## src/rtl/db_gain_stage_pkg.sv

```systemverilog
// Shared types and constants for the channel strip gain path.
// Gains are unsigned Q4.12; dB values are signed 8-bit with a reserved mute code.
package channel_strip_pkg;

    typedef logic [15:0] gain_t;

    localparam int               GAIN_FRAC  = 12;
    localparam gain_t            UNITY_GAIN = 16'd4096;
    localparam logic signed [7:0] MUTE_DB   = 8'h80;

    typedef enum logic [1:0] {
        IDLE,
        DECODE,
        LOOKUP,
        COMMIT
    } gain_state_t;

    function automatic logic signed [15:0] sat16(input logic signed [32:0] value);
        if (value > 33'sd32767) begin
            return 16'sh7fff;
        end
        if (value < -33'sd32768) begin
            return 16'sh8000;
        end
        return $signed(value[15:0]);
    endfunction

endpackage

```

## src/rtl/db_gain_stage_if.sv

```systemverilog
// Audio stream plus dB request/status signals of the gain stage.
// The master side supplies samples and requests; the slave side is the gain stage.
interface db_gain_stage_if;

    logic signed [15:0] inWave;
    logic               set_valid;
    logic               set_neg;
    logic [3:0]         set_num1;
    logic [3:0]         set_num0;
    logic               set_ready;
    logic               set_err;
    logic signed [7:0]  gain_db;
    logic               ramping;
    logic signed [15:0] outWave;

    modport master (
        output inWave, set_valid, set_neg, set_num1, set_num0,
        input  set_ready, set_err, gain_db, ramping, outWave
    );

    modport slave (
        input  inWave, set_valid, set_neg, set_num1, set_num0,
        output set_ready, set_err, gain_db, ramping, outWave
    );

endinterface

```

## src/rtl/db_gain_stage_rom.sv

```systemverilog
// Synchronous dB -> linear Q4.12 lookup, address = dB - DB_MIN.
// Table contents are computed at elaboration from 10^(dB/20).
module db_to_lin_rom
    import channel_strip_pkg::*;
#(
    parameter int DB_MIN = -60,
    parameter int DB_MAX = 20
) (
    input  logic       clk_48,
    input  logic       reset_n,
    input  logic [6:0] addr,
    output gain_t      data
);

    localparam int DEPTH = DB_MAX - DB_MIN + 1;

    function automatic gain_t db_entry(input int db);
        real lin;
        lin = real'(UNITY_GAIN) * $pow(10.0, real'(db) / 20.0);
        return gain_t'($rtoi(lin + 0.5));
    endfunction

    gain_t table_q [128];

    // Unused addresses above the dB range read back as zero gain.
    for (genvar i = 0; i < 128; i++) begin : g_rom
        if (i < DEPTH) begin : g_entry
            localparam gain_t ENTRY = db_entry(i + DB_MIN);
            assign table_q[i] = ENTRY;
        end else begin : g_pad
            assign table_q[i] = '0;
        end
    end

    always_ff @(posedge clk_48 or negedge reset_n) begin
        if (!reset_n) begin
            data <= '0;
        end else begin
            data <= table_q[addr];
        end
    end

endmodule

```

## src/rtl/db_gain_stage.sv

```systemverilog
// dB-entered gain stage: BCD request decode, ROM lookup, ramped Q4.12 gain,
// and a two-stage multiply / round / saturate pipeline feeding the codec.
module db_gain_stage
    import channel_strip_pkg::*;
#(
    parameter int RAMP_STEP = 64,
    parameter int DB_MIN    = -60,
    parameter int DB_MAX    = 20
) (
    input  logic            clk_48,
    input  logic            reset_n,
    db_gain_stage_if.slave  bus
);

    localparam logic signed [16:0] STEP_S     = 17'(RAMP_STEP);
    localparam gain_t              STEP_G     = gain_t'(RAMP_STEP);
    localparam logic signed [32:0] ROUND_HALF = 33'sd1 <<< (GAIN_FRAC - 1);

    gain_state_t        state;
    gain_state_t        next_state;

    logic               set_ready;
    logic               set_err;
    logic               accept;
    logic               load_db;
    logic               commit;

    logic               req_neg;
    logic [3:0]         req_num1;
    logic [3:0]         req_num0;

    logic               digit_bad;
    logic               mute_req;
    logic signed [7:0]  db_next;
    int                 db_int;

    logic signed [7:0]  db_q;
    logic               mute_q;
    logic signed [7:0]  gain_db_q;

    logic [6:0]         rom_addr;
    gain_t              rom_data;

    gain_t              target_gain;
    gain_t              cur_gain;
    gain_t              cur_next;
    logic signed [16:0] gain_diff;

    logic signed [32:0] prod_q;
    logic signed [15:0] out_q;

    always_ff @(posedge clk_48 or negedge reset_n) begin
        if (!reset_n) begin
            state <= IDLE;
        end else begin
            state <= next_state;
        end
    end

    always_comb begin
        next_state = state;
        case (state)
            IDLE:    if (bus.set_valid) next_state = DECODE;
            DECODE:  next_state = digit_bad ? IDLE : LOOKUP;
            LOOKUP:  next_state = COMMIT;
            COMMIT:  next_state = IDLE;
            default: next_state = IDLE;
        endcase
    end

    always_comb begin
        set_ready = (state == IDLE);
        set_err   = (state == DECODE) && digit_bad;
        accept    = (state == IDLE) && bus.set_valid;
        load_db   = (state == DECODE) && !digit_bad;
        commit    = (state == COMMIT);
    end

    // Digit decode works on the captured request, so the live inputs are free to change.
    always_comb begin
        digit_bad = (req_num1 > 4'd9) || (req_num0 > 4'd9);
        db_int    = int'(req_num1) * 10 + int'(req_num0);
        if (req_neg) begin
            db_int = -db_int;
        end
        mute_req = (db_int < DB_MIN);
        if (db_int > DB_MAX) begin
            db_int = DB_MAX;
        end
        db_next = 8'(db_int);
    end

    always_ff @(posedge clk_48 or negedge reset_n) begin
        if (!reset_n) begin
            req_neg     <= 1'b0;
            req_num1    <= '0;
            req_num0    <= '0;
            db_q        <= '0;
            mute_q      <= 1'b0;
            gain_db_q   <= '0;
            target_gain <= UNITY_GAIN;
        end else begin
            if (accept) begin
                req_neg  <= bus.set_neg;
                req_num1 <= bus.set_num1;
                req_num0 <= bus.set_num0;
            end
            if (load_db) begin
                db_q   <= mute_req ? 8'(DB_MIN) : db_next;
                mute_q <= mute_req;
            end
            if (commit) begin
                target_gain <= mute_q ? gain_t'(0) : rom_data;
                gain_db_q   <= mute_q ? MUTE_DB : db_q;
            end
        end
    end

    assign rom_addr = 7'(int'(db_q) - DB_MIN);

    db_to_lin_rom #(
        .DB_MIN (DB_MIN),
        .DB_MAX (DB_MAX)
    ) u_rom (
        .clk_48  (clk_48),
        .reset_n (reset_n),
        .addr    (rom_addr),
        .data    (rom_data)
    );

    // Ramp always starts from the present cur_gain, so a retarget never jumps.
    always_comb begin
        gain_diff = $signed({1'b0, target_gain}) - $signed({1'b0, cur_gain});
        if (gain_diff > STEP_S) begin
            cur_next = cur_gain + STEP_G;
        end else if (gain_diff < -STEP_S) begin
            cur_next = cur_gain - STEP_G;
        end else begin
            cur_next = target_gain;
        end
    end

    always_ff @(posedge clk_48 or negedge reset_n) begin
        if (!reset_n) begin
            cur_gain <= UNITY_GAIN;
        end else begin
            cur_gain <= cur_next;
        end
    end

    always_ff @(posedge clk_48 or negedge reset_n) begin
        if (!reset_n) begin
            prod_q <= '0;
            out_q  <= '0;
        end else begin
            prod_q <= $signed(bus.inWave) * $signed({1'b0, cur_gain});
            out_q  <= sat16((prod_q + ROUND_HALF) >>> GAIN_FRAC);
        end
    end

    assign bus.set_ready = set_ready;
    assign bus.set_err   = set_err;
    assign bus.gain_db   = gain_db_q;
    assign bus.ramping   = (cur_gain != target_gain);
    assign bus.outWave   = out_q;

endmodule

```

## src/flat_wrapper.sv

```systemverilog
// flat-port wrapper written by rule: the top's interface ports become plain ports
module db_gain_stage_flat import channel_strip_pkg::*;
#(
    parameter int RAMP_STEP = 64,
    parameter int DB_MIN    = -60,
    parameter int DB_MAX    = 20
)
  (clk_48, reset_n, bus_inWave, bus_set_valid, bus_set_neg, bus_set_num1, bus_set_num0, bus_set_ready, bus_set_err, bus_gain_db, bus_ramping, bus_outWave);
  db_gain_stage_if bus_i ();
  input  logic clk_48;
  input  logic reset_n;
  input wire logic [$bits(bus_i.inWave)-1:0] bus_inWave;
  input wire logic [$bits(bus_i.set_valid)-1:0] bus_set_valid;
  input wire logic [$bits(bus_i.set_neg)-1:0] bus_set_neg;
  input wire logic [$bits(bus_i.set_num1)-1:0] bus_set_num1;
  input wire logic [$bits(bus_i.set_num0)-1:0] bus_set_num0;
  output wire logic [$bits(bus_i.set_ready)-1:0] bus_set_ready;
  output wire logic [$bits(bus_i.set_err)-1:0] bus_set_err;
  output wire logic [$bits(bus_i.gain_db)-1:0] bus_gain_db;
  output wire logic [$bits(bus_i.ramping)-1:0] bus_ramping;
  output wire logic [$bits(bus_i.outWave)-1:0] bus_outWave;
  assign bus_i.inWave = bus_inWave;
  assign bus_i.set_valid = bus_set_valid;
  assign bus_i.set_neg = bus_set_neg;
  assign bus_i.set_num1 = bus_set_num1;
  assign bus_i.set_num0 = bus_set_num0;
  assign bus_set_ready = bus_i.set_ready;
  assign bus_set_err = bus_i.set_err;
  assign bus_gain_db = bus_i.gain_db;
  assign bus_ramping = bus_i.ramping;
  assign bus_outWave = bus_i.outWave;
  db_gain_stage #(.RAMP_STEP(RAMP_STEP), .DB_MIN(DB_MIN), .DB_MAX(DB_MAX)) u_core (.clk_48(clk_48), .reset_n(reset_n), .bus(bus_i));
endmodule
```

## config.mk

```make
export PLATFORM = sky130hd
export DESIGN_NAME = db_gain_stage_flat
export DESIGN_NICKNAME = d
export VERILOG_FILES = /design/src/rtl/db_gain_stage_pkg.sv /design/src/rtl/db_gain_stage_if.sv /design/src/rtl/db_gain_stage_rom.sv /design/src/rtl/db_gain_stage.sv /design/src/flat_wrapper.sv
export SDC_FILE = /design/constraint.sdc
export NUM_CORES = 1
export LEC_CHECK = 0
export BUFFER_PORTS_ARGS = -buffer_cell sky130_fd_sc_hd__buf_2
export CORE_ASPECT_RATIO = 1.1
export CORE_MARGIN = 5
export CORE_UTILIZATION = 35
export DETAILED_ROUTE_END_ITERATION = 6
export PLACE_DENSITY_LB_ADDON = 0.3
export SYNTH_ARGS = -nofsm -noshare
export SYNTH_HDL_FRONTEND = slang
export SYNTH_SLANG_ARGS = --single-unit
```

## constraint.sdc

```tcl
create_clock -name clk_48 -period 16.9 [get_ports clk_48]
set_clock_uncertainty 0.1 [all_clocks]
set_input_delay 4.225 -clock clk_48 [delete_from_list [all_inputs] [get_ports clk_48]]
set_output_delay 4.225 -clock clk_48 [all_outputs]
set_load 0.01 [all_outputs]
```

==> impl_metrics.csv <==
group,metric,value,unit
clock_tree,cts_tree,"built",
clock_tree,cts_buffer_depth,2,
global_route,grt_overflow,0,
layout,n_antenna_cell,0,
logic_synthesis,synth_cell_type_count,85,
layout,multi_input_area,11700,µm²
timing,final.period_utilization,0.613,
critical_path,critical-path-max-stage-delay,0.54,ns
die,initial_core_util,0.353,
global_route,antenna_found_initial,0,
die,fp.coreArea,45300,µm²
logic_synthesis,synth.ff_latch_count,114,
clock_tree,clk_latency,0.42,ns
clock_tree,cts.reportedPaths.clkPinSlew,0.06,ns
timing,fmax,96.6,MHz
detailed_routing,drtPass1Iterations,5,
die,io-pin-count,55,
global_route,grt_pass1_wl,65400,µm
timing,setup_viol,0,
critical_path,crit_fanout,11,
clock_tree,cts.sinks,114,
logic_synthesis,syn_area_per_cell,8.81,µm²
timing,finalSetupTns,0,ns
layout,fill_cells,4618,
timing,rsz0062_at_grt,"no",
layout,seqCellArea,2860,µm²
detailed_routing,vias,12500,
clock_tree,cts_setup_buffers,0,
critical_path,critPathRequiredTime,17.14,ns
critical_path,end_kind,"flip-flop",
critical_path,worstSetupStartpointType,"input pin",
logic_synthesis,async_reset_ff_frac,1.00,
timing,fin_crit,10.35,ns
critical_path,cpMaxStageDelayCell,"fa_1",
timing,tightestPinTransition,1.06,ns
global_route,grt_pass1_vias,13200,
detailed_routing,post_drt_wl_per_cell,15.9,µm
detailed_routing,wl,38300,µm
layout,drive_above_1_share,0.0670,
placement,place_congestion,0.879,
run_status,status,"finished, final reports clean",
global_route,grt_use_total,0.160,
detailed_routing,antenna_left,0,
critical_path,path_common_cell,"fa_1",
logic_synthesis,synth_ff_type,"dfrtp_1",
placement,dp_hpwl,29500,µm
global_route,grt_max_degree,64,
logic_synthesis,synth_fp_nets,2207,
timing,relSlewSlack,0.291,
die,fp.dieW,214,µm
job,cap_violations,0,
logic_synthesis,syn_area,16000,µm²
critical_path,worstRegToRegCells,20,
detailed_routing,drcViolationCount,0,
timing,hold_viol,0,
logic_synthesis,synth_edf_count,0,
timing,maxSlewViolCount,0,
die,die_area,50100,µm²
clock_tree,root_buffer,"clkbuf_16",
layout,area_growth,8.34,%
detailed_routing,drt_iter0_markers,779,
hold_path,hold_depth,2,
logic_synthesis,postSynthCellCount,1815,
logic_synthesis,synth_seq_area_share,0.179,
critical_path,crit_type,"in -> reg",
hold_path,hold_path_class,"reg -> reg",
die,rows,82,
layout,finalCoreUtilization,0.382,
clock_tree,h-tree-depth,4,
clock_tree,cts_buffers,17,
critical_path,worstPathArrival,10.60,ns
logic_synthesis,ys_warn_count,0,
clock_tree,hold_buffers,0,
critical_path,path_cells,"buf_2 -> inv_1 -> nor2_1 -> fa_1 -> fa_1 -> fa_1 -> fa_1 -> fa_1 -> inv_1 -> fa_1 -> inv_1 -> ha_1 -> and2_1 -> a221o_1 -> a221oi_1 -> o211a_1 -> o21ai_0 -> a211o_1 -> a41o_1 -> a21oi_1 -> xnor2_1",
placement,io_buffers,54,
clock_tree,ctsResizeCount,0,
die,die_height,234,µm
layout,fin_nets,2201,
detailed_routing,routed_via_density,5.18,
## cells in the final DEF (no fill, tap or decap), types with 6 or more instances in the layout
master	synthesis	final
inv_1	280	280
nand2_1	227	227
fa_1	196	196
ha_1	168	168
and2_1	118	118
dfrtp_1	112	112
o21ai_0	97	97
nor2_1	75	75
a21oi_1	60	60
buf_2	6	53
nand2b_1	34	34
xor2_1	33	33
nand3_1	31	31
xnor2_1	30	30
nor3_1	20	20
nand4_1	17	17
clkbuf_16	0	17
a211oi_1	16	16
o31ai_1	15	15
a21o_1	14	14
mux2i_1	13	13
a31oi_1	12	12
a211o_1	10	10
o22ai_1	10	10
buf_4	2	10
o211ai_1	8	8
o21a_1	8	8
o21bai_1	7	7
and3_1	6	6
nor2b_1	6	6
nor4_1	6	6
inv_6	0	6
## critical path: cells and delay by family
family / cells / cell delay [ns]
and+or+nand+nor: 2 / 0.32
AOI/OAI and AO/OA: 7 / 1.83
xor gates and xnor gates: 1 / 0.13
adders and majority gates: 7 / 3.49
buffers and inverters: 4 / 0.60
## layout make-up
class | count | share of cell area
Tap cell | 588 | 0.0425
Clock inverter | 12 | 0.00961
Clock buffer | 20 | 0.0269
Inverter | 281 | 0.0609
Sequential cell | 114 | 0.165
Multi-Input combinational cell | 1332 | 0.676
Timing Repair Buffer | 63 | 0.0196
## sequential cells by signal, indices dropped and copies added (netlist names), named ones only
name / count
u_core.target_gain: 16
u_core.req_num1: 4
u_core.db_q: 8
u_core.cur_gain: 16
u_core.bus.gain_db: 8
u_core.req_num0: 4
u_core.req_neg: 1
u_core.u_rom.data: 16
u_core.prod_q: 22
u_core.mute_q: 1
u_core.state: 1
u_core.bus.outWave: 16
## worst paths after layout
path | endpoint | slack [ns] | start
min in group asynchronous | u_core.prod_q[12] | 3.74 | reset_n
min reg2reg | u_core.bus.gain_db[4] | 0.38 | u_core.bus.gain_db[4]
max | u_core.prod_q[32] | 6.55 | bus_inWave[15]
max in group asynchronous | u_core.db_q[4] | 11.69 | reset_n
max reg2reg | u_core.prod_q[32] | 9.85 | u_core.cur_gain[7]
min | u_core.bus.gain_db[4] | 0.38 | u_core.bus.gain_db[4]
## per-stage QoR
| stage | worst slack (ns) | cell area (µm²) | hold slack, ns | cells |
|---|---|---|---|---|
| 5_1_grt | 6.22 | 17300 | 0.404 | 2410 |
| 3_5_place_dp | 6.10 | 16700 | 0.370 | 2378 |
| 3_3_place_gp | 6.21 | 16700 | 0.369 | 2378 |
| 2_1_floorplan | 6.62 | 16000 | 0.351 | 1815 |
| 4_1_cts | 6.54 | 17300 | 0.387 | 2410 |
| 6_report | 6.55 | 17300 | 0.383 | 2410 |
## cells by family (layout without fill, tap and decap cells)
family,Yosys count,in the layout,share of synthesized area
simple gates,570,570,0.176
buf+inv,369,376,0.0895
fa+ha+maj,364,364,0.377
compound gates,314,314,0.129
flops,114,114,0.179
xor+xnor,63,63,0.0345
mux,21,21,0.0152
## routing by layer
metal | GRT usage | share of wire | vias up
met1 | 0.195 | 0.41 | 6224
met2 | 0.286 | 0.51 | 287
met5 | 0 | 0 | -
met4 | 0.0694 | 0.039 | 0
met3 | 0.0186 | 0.039 | 77
li1 | - | - | 5904
## cells in the mapped netlist, drive strengths merged (21+ instances only)
library cell,n,area [µm²]
dfrtp,112,2800
ha,168,2100
nand2,227,852
nand3,31,155
xor2,33,289
fa,196,3920
a21oi,61,317
and2,118,738
o21ai,99,495
nor2,75,282
clkbuf,71,267
nand2b,35,221
inv,280,1050
xnor2,30,263
nor3,21,110
Power is not shown: default switching activity piles up to over one toggle a cycle in this logic, so the estimate is an artifact.
